$ cat config.mk
export PLATFORM = sky130hd
export DESIGN_NAME = cbc_dec_sched_flat
export DESIGN_NICKNAME = d
export VERILOG_FILES = /design/src/rtl/cbc_pkg.sv /design/src/rtl/cbc_dec_sched_if.sv /design/src/rtl/cbc_chain_reg.sv /design/src/rtl/cbc_dec_sched.sv /design/src/flat_wrapper.sv
export SDC_FILE = /design/constraint.sdc
export NUM_CORES = 1
export LEC_CHECK = 0
export BUFFER_PORTS_ARGS = -buffer_cell sky130_fd_sc_hd__buf_4
export CAP_MARGIN = 20
export CORE_AREA = 2 2 260 262
export CTS_CLUSTER_SIZE = 12
export DETAILED_ROUTE_END_ITERATION = 8
export DIE_AREA = 0 0 262 264
export GPL_ROUTABILITY_DRIVEN = 0
export PLACE_DENSITY = 0.56
export REMOVE_ABC_BUFFERS = 1
export SYNTH_ARGS = -nofsm -noshare
export SYNTH_HDL_FRONTEND = slang
export SYNTH_SLANG_ARGS = --single-unit
$ cat constraint.sdc
create_clock -name clk -period 2.4 [get_ports clk]
set_clock_uncertainty 0.2 [all_clocks]
set_input_delay 0.6 -clock clk [delete_from_list [all_inputs] [get_ports clk]]
set_output_delay 0.6 -clock clk [all_outputs]
set_load 0.02 [all_outputs]
$ cat src/rtl/cbc_pkg.sv
// Shared types and constants for the AES CBC-decrypt block sequencer.
package cbc_pkg;

  localparam int BLK_W = 128;

  typedef enum logic [1:0] {
    IDLE = 2'd0,
    RUN  = 2'd1,
    DONE = 2'd2
  } state_t;

  localparam logic [1:0] KS_128 = 2'b00;
  localparam logic [1:0] KS_192 = 2'b01;
  localparam logic [1:0] KS_256 = 2'b10;

  localparam int unsigned NR_128 = 10;
  localparam int unsigned NR_192 = 12;
  localparam int unsigned NR_256 = 14;

  // Any ksize with the top bit set selects AES-256.
  function automatic int unsigned max_round(input logic [1:0] ks);
    if (ks[1])            return NR_256;
    else if (ks == KS_192) return NR_192;
    else                   return NR_128;
  endfunction

endpackage

$ cat src/rtl/cbc_dec_sched_if.sv
// Host/DMA side bundle: IV load, ciphertext in and plaintext out.
// Carries the ecb bit only when CBC_DEC_SCHED_ECB_EN is defined.
interface cbc_dec_sched_if;
  import cbc_pkg::*;

  logic             iv_load;
  logic [BLK_W-1:0] iv;
  logic [1:0]       ksize;
  logic             in_vld;
  logic             in_rdy;
  logic [BLK_W-1:0] in_data;
  logic             out_vld;
  logic             out_rdy;
  logic [BLK_W-1:0] out_data;
`ifdef CBC_DEC_SCHED_ECB_EN
  logic             ecb;

  modport master (output iv_load, iv, ksize, in_vld, in_data, out_rdy, ecb,
                  input  in_rdy, out_vld, out_data);
  modport slave  (input  iv_load, iv, ksize, in_vld, in_data, out_rdy, ecb,
                  output in_rdy, out_vld, out_data);
`else
  modport master (output iv_load, iv, ksize, in_vld, in_data, out_rdy,
                  input  in_rdy, out_vld, out_data);
  modport slave  (input  iv_load, iv, ksize, in_vld, in_data, out_rdy,
                  output in_rdy, out_vld, out_data);
`endif

endinterface

$ cat src/rtl/cbc_chain_reg.sv
// IV / previous-ciphertext register; plain is the core result XORed with the chain value.
module cbc_chain_reg
  import cbc_pkg::*;
(
  input  logic             clk,
  input  logic             rst,
  input  logic             load,
  input  logic [BLK_W-1:0] load_val,
  input  logic             upd,
  input  logic [BLK_W-1:0] upd_val,
  input  logic [BLK_W-1:0] dec,
  output logic [BLK_W-1:0] plain
);

  logic [BLK_W-1:0] chain;

  always_ff @(posedge clk) begin
    if (rst)       chain <= '0;
    else if (load) chain <= load_val;
    else if (upd)  chain <= upd_val;
  end

  assign plain = dec ^ chain;

endmodule

$ cat src/rtl/cbc_dec_sched.sv
// AES CBC-decrypt block sequencer: feeds one ciphertext block at a time to the round
// controller and chains the result. CBC_DEC_SCHED_ECB_EN adds a per-block ECB bypass.
module cbc_dec_sched
  import cbc_pkg::*;
#(
  parameter int CNT_W = 16
) (
  input  logic                clk,
  input  logic                rst,
  cbc_dec_sched_if.slave      host,
  output logic                core_en,
  output logic                core_go,
  output logic [1:0]          core_ksize,
  output logic [BLK_W-1:0]    core_din,
  input  logic                core_dout_vld,
  input  logic [BLK_W-1:0]    core_dout,
  output logic [CNT_W-1:0]    blk_cnt,
  output logic                busy,
  output logic                iv_err
);

  state_t           state, nxt;
  logic             in_rdy_c, out_vld_c;
  logic             accept, done_evt, iv_ok;
  logic             ecb_cur;
  logic [BLK_W-1:0] cur, plain, out_data_q;

  assign accept   = host.in_vld & in_rdy_c;
  assign done_evt = (state == RUN) & core_dout_vld;
  assign iv_ok    = (state == IDLE) & host.iv_load;

  always_ff @(posedge clk) begin
    if (rst) state <= IDLE;
    else     state <= nxt;
  end

  always_comb begin
    nxt = state;
    case (state)
      IDLE:    if (accept)        nxt = RUN;
      RUN:     if (core_dout_vld) nxt = DONE;
      DONE:    if (host.out_rdy)  nxt = IDLE;
      default:                    nxt = IDLE;
    endcase
  end

  // go is low in IDLE and DONE, so the round counter sees a low cycle between blocks
  always_comb begin
    in_rdy_c  = 1'b0;
    core_go   = 1'b0;
    core_en   = 1'b0;
    out_vld_c = 1'b0;
    case (state)
      IDLE:    in_rdy_c  = ~host.iv_load;
      RUN:     begin core_go = 1'b1; core_en = 1'b1; end
      DONE:    out_vld_c = 1'b1;
      default: ;
    endcase
  end

  assign busy          = (state != IDLE);
  assign host.in_rdy   = in_rdy_c;
  assign host.out_vld  = out_vld_c;
  assign host.out_data = out_data_q;
  assign core_din      = cur;

`ifdef CBC_DEC_SCHED_ECB_EN
  logic ecb_q;
  always_ff @(posedge clk) begin
    if (rst)         ecb_q <= 1'b0;
    else if (accept) ecb_q <= host.ecb;
  end
  assign ecb_cur = ecb_q;
`else
  assign ecb_cur = 1'b0;
`endif

  always_ff @(posedge clk) begin
    if (rst) begin
      cur        <= '0;
      out_data_q <= '0;
      blk_cnt    <= '0;
      core_ksize <= '0;
      iv_err     <= 1'b0;
    end else begin
      iv_err <= host.iv_load & (state != IDLE);
      if (iv_ok) begin
        core_ksize <= host.ksize;
        blk_cnt    <= '0;
      end
      if (accept) cur <= host.in_data;
      if (done_evt) begin
        out_data_q <= ecb_cur ? core_dout : plain;
        blk_cnt    <= blk_cnt + CNT_W'(1);
      end
    end
  end

  cbc_chain_reg u_chain (
    .clk      (clk),
    .rst      (rst),
    .load     (iv_ok),
    .load_val (host.iv),
    .upd      (done_evt & ~ecb_cur),
    .upd_val  (cur),
    .dec      (core_dout),
    .plain    (plain)
  );

endmodule

$ cat src/flat_wrapper.sv
// flat-port wrapper written by rule: the top's interface ports become plain ports
module cbc_dec_sched_flat import cbc_pkg::*;
#(
  parameter int CNT_W = 16
)
  (clk, rst, core_en, core_go, core_ksize, core_din, core_dout_vld, core_dout, blk_cnt, busy, iv_err, host_iv_load, host_iv, host_ksize, host_in_vld, host_in_data, host_out_rdy, host_in_rdy, host_out_vld, host_out_data);
  cbc_dec_sched_if host_i ();
  input  logic clk;
  input  logic rst;
  output logic core_en;
  output logic core_go;
  output logic [1:0] core_ksize;
  output logic [BLK_W-1:0] core_din;
  input  logic core_dout_vld;
  input  logic [BLK_W-1:0] core_dout;
  output logic [CNT_W-1:0] blk_cnt;
  output logic busy;
  output logic iv_err;
  input wire logic [$bits(host_i.iv_load)-1:0] host_iv_load;
  input wire logic [$bits(host_i.iv)-1:0] host_iv;
  input wire logic [$bits(host_i.ksize)-1:0] host_ksize;
  input wire logic [$bits(host_i.in_vld)-1:0] host_in_vld;
  input wire logic [$bits(host_i.in_data)-1:0] host_in_data;
  input wire logic [$bits(host_i.out_rdy)-1:0] host_out_rdy;
  output wire logic [$bits(host_i.in_rdy)-1:0] host_in_rdy;
  output wire logic [$bits(host_i.out_vld)-1:0] host_out_vld;
  output wire logic [$bits(host_i.out_data)-1:0] host_out_data;
  assign host_i.iv_load = host_iv_load;
  assign host_i.iv = host_iv;
  assign host_i.ksize = host_ksize;
  assign host_i.in_vld = host_in_vld;
  assign host_i.in_data = host_in_data;
  assign host_i.out_rdy = host_out_rdy;
  assign host_in_rdy = host_i.in_rdy;
  assign host_out_vld = host_i.out_vld;
  assign host_out_data = host_i.out_data;
  cbc_dec_sched #(.CNT_W(CNT_W)) u_core (.clk(clk), .rst(rst), .host(host_i), .core_en(core_en), .core_go(core_go), .core_ksize(core_ksize), .core_din(core_din), .core_dout_vld(core_dout_vld), .core_dout(core_dout), .blk_cnt(blk_cnt), .busy(busy), .iv_err(iv_err));
endmodule
==> results.py <==
metrics = {
    "setup_path": {
        "critPathMaxStageDelay_ns": 0.38,
        "path_max_fanout": 9,
        "critPathBufInv": 2,
        "cp_top_family": "flip-flops",
        "crit_required_ns": 1.60,
        "worstSetupPathType": "flip-flop to output pin",
        "critPathCaptureType": "output pin",
        "critPathArrivalTime_ns": 1.43,
        "crit_chain": "nor3_2 > buf_4 > buf_4",
        "reg2reg_from": "u_core.blk_cnt[0]",
        "cp-start-kind": "flip-flop",
        "critical_path.startpoint": "u_core.state[1]",
        "slowest_stage": "dfxtp_2",
        "crit_top_cell": "buf_4",
    },
    "clock_tree": {
        "clock_latency_ns": 0.56,
        "clock_sinks": 405,
        "cts_buffers": 46,
        "ctsHtreeMaxLevel": 2,
        "root_buffer": "clkbuf_16",
        "cts.path.max_buffers": 3,
        "cts_tree": "built",
        "path_clk_slew_ns": 0.06,
    },
    "route": {
        "vias": 15300,
        "wl_per_cell_um": 17.1,
        "viasPerCell": 4.57,
        "first_iter_violations": 912,
        "post-route-drc-count": 0,
        "ant_nets": 0,
        "drt_pre_antenna_iters": 6,
        "wl_mm": 57.3,
    },
    "sta": {
        "hold_slack_ns": 0.0867,
        "setup-violations-final": 0,
        "timing_worst_slew_pin_value_ns": 0.530,
        "max_freq_mhz": 448,
        "fin_ws_ns": 0.166,
        "drv_slew": 0,
        "hold_viol": 0,
        "relSlewSlack_pct": 64.7,
        "finalCriticalPeriod_ns": 2.23,
        "rsz0062_at_grt": "false",
        "post-route-period-util_pct": 93.1,
    },
    "floorplanning": {
        "die_h_um": 264,
        "start_util_pct": 23.5,
        "pin_count": 672,
        "die_area_um2": 69200,
        "coreArea_um2": 66600,
        "num_rows": 95,
        "die_x_um": 262,
    },
    "final_layout": {
        "fill_cells": 6900,
        "synthToLayoutAreaGrowth_pct": 50.2,
        "drive_gt1_share_pct": 33.2,
        "multi_input_area_um2": 6880,
        "seq_area_um2": 8110,
        "nets": 2834,
    },
    "min_path": {
        "hp-class": "primary input to flip-flop",
        "min_from": "host_in_data[81]",
    },
    "synthesis": {
        "ys.flop_type": "dfxtp_1",
        "syn_area_per_cell_um2": 8.64,
        "yosys_register_bits": 405,
        "synth.yosys.warnings": 0,
        "ys_seq_area_share_pct": 51.8,
        "synth_edf_count": 0,
        "syn_inst": 1809,
        "netlist_area_um2": 15600,
        "async_flop_share_pct": 0,
        "yosys.cell_types.count": 40,
    },
    "global_routing": {
        "grt_pass1_vias": 15000,
        "grt_usage_pct": 15.6,
        "grt.overflow.total": 0,
        "grt_first_pass_wirelength_mm": 85.5,
        "grt_antenna_before_repair": 2,
        "grt_max_degree": 82,
    },
    "place": {
        "io_buffers": 671,
        "place_ws_ns": 0.201,
        "dpl.hpwl_mm": 43.1,
    },
    "run": {
        "cap_violations": 0,
    },
    "power_and_ir_drop": {
        "ir_drop_uv": 424,
        "power_density_nw_per_um2": 728,
        "leakagePower_nw": 9.32,
    },
    "run_status": {
        "outcome": "finished, final reports clean",
    },
}
## synth_stat cells (3+ instances only)
library cell,number,area [um^2]
a211oi_1,129,968
a21oi_1,275,1380
a22oi_1,129,968
and3_1,3,18.8
buf_1,7,26.3
buf_2,59,295
buf_4,6,45.0
clkbuf_1,78,293
dfxtp_1,405,8110
nand2_1,394,1480
nand2b_1,5,31.3
nand3_1,6,30.0
nor2_1,137,514
o211ai_1,4,30.0
o21ai_0,5,25.0
or3_1,5,31.3
or4_1,3,22.5
xnor2_1,128,1120
## power breakdown
group	switching, mW	internal (mW)	total, mW	leakage, nW
logic	1.28	1.23	2.52	5.23
registers	0.248	7.07	7.32	3.31
clock network	2.81	4.44	7.25	0.783
## timing repair
item,4_1_cts,5_1_grt
hold buffers,0,0
setup buffers,0,0
endpoints found under the setup margin,3,3
gates cloned,0,0
resized for setup,2,2
## registers in the layout, summed over array words and instances, names as in the netlist
register / count
u_core.blk_cnt: 16
u_core.core_din: 128
u_core.core_ksize: 2
u_core.host.out_data: 128
u_core.iv_err: 1
u_core.state: 2
u_core.u_chain.chain: 128
## per-stage QoR
stage	cells	setup TNS, ns	power, mW	util [%]	instance area [um^2]
after CTS	3349	0	17.4	35.3	23500
after floorplan	1658	-2143.91	8.58	-	15000
after global routing	3350	0	17.8	35.3	23500
after global placement	3266	0	9.96	32.9	21900
after detailed placement	3266	0	10.0	32.9	21900
final	3350	0	17.1	35.3	23500
## worst reg2reg max path, delay by kind of cell (launching register included)
| family | cells | cell delay, ns |
|---|---|---|
| fa+ha+maj | 1 | 0.27 |
| flops | 1 | 0.48 |
| compound gates | 1 | 0.15 |
| simple gates | 3 | 0.99 |
## cells in the final DEF (no fill, tap or decap), types with 2 or more instances in the layout
| cell | synthesis | final |
|---|---|---|
| or3_1 | 5 | 5 |
| dfxtp_2 | 0 | 2 |
| o311ai_0 | 2 | 2 |
| clkbuf_16 | 0 | 49 |
| xnor2_1 | 128 | 128 |
| clkinv_2 | 0 | 7 |
| o21ai_0 | 5 | 5 |
| buf_12 | 0 | 23 |
| nand4_1 | 2 | 2 |
| dfxtp_1 | 405 | 403 |
| or4_1 | 3 | 3 |
| clkbuf_1 | 78 | 10 |
| clkbuf_8 | 0 | 13 |
| o211ai_1 | 4 | 4 |
| a22oi_1 | 129 | 129 |
| bufinv_16 | 0 | 3 |
| nand3b_1 | 2 | 2 |
| and4_1 | 2 | 2 |
| nor2_1 | 137 | 137 |
| a211oi_1 | 129 | 129 |
| a21oi_1 | 275 | 275 |
| buf_4 | 6 | 711 |
| nand3_1 | 6 | 6 |
| mux2_2 | 2 | 2 |
| nand2_1 | 394 | 393 |
| and3_1 | 3 | 3 |
| nand2b_1 | 5 | 5 |
## cell families (layout without fill, tap and decap cells)
| group | after synthesis | in the layout | share of synthesized area (%) |
|---|---|---|---|
| AO/OA/AOI/OAI | 546 | 546 | 21.7 |
| XOR/XNOR | 128 | 128 | 7.17 |
| adder cells (fa/ha/maj) | 1 | 1 | 0.0800 |
| buffers and inverters | 152 | 819 | 4.31 |
| flip-flops | 405 | 405 | 51.8 |
| multiplexers | 2 | 2 | 0.144 |
| other | 0 | 1 | 0 |
| AND/OR/NAND/NOR | 575 | 575 | 14.7 |
## worst paths after layout
check / to / slack (ns) / depth (start not counted)
worst min-delay path: u_core.core_din[81] / 0.09 / 3
worst min register to register: u_core.core_ksize[1] / 0.26 / 2
worst max register to register: u_core.blk_cnt[10] / 0.27 / 5
worst max-delay path: host_in_rdy / 0.17 / 3
## area by class of cell
cell class	count	share of cell area (%)
repair buffers	735	24.8
clock buffers	72	6.14
diodes	1	0.0107
flip-flops and latches	405	34.5
well taps	873	4.65
multi-input cells	1252	29.3
clock inverters	11	0.570
inverters	1	0.0160
## per-layer routing
| metal | vias up | share of wire [%] | GRT usage, % |
|---|---|---|---|
| met5 | - | 0 | 0 |
| met4 | 0 | 2.7 | 4.86 |
| met3 | 90 | 9.4 | 4.78 |
| met2 | 614 | 48 | 26.9 |
| met1 | 7108 | 40 | 18.2 |
| li1 | 7509 | - | - |
Power figures use the tool's default switching activity.
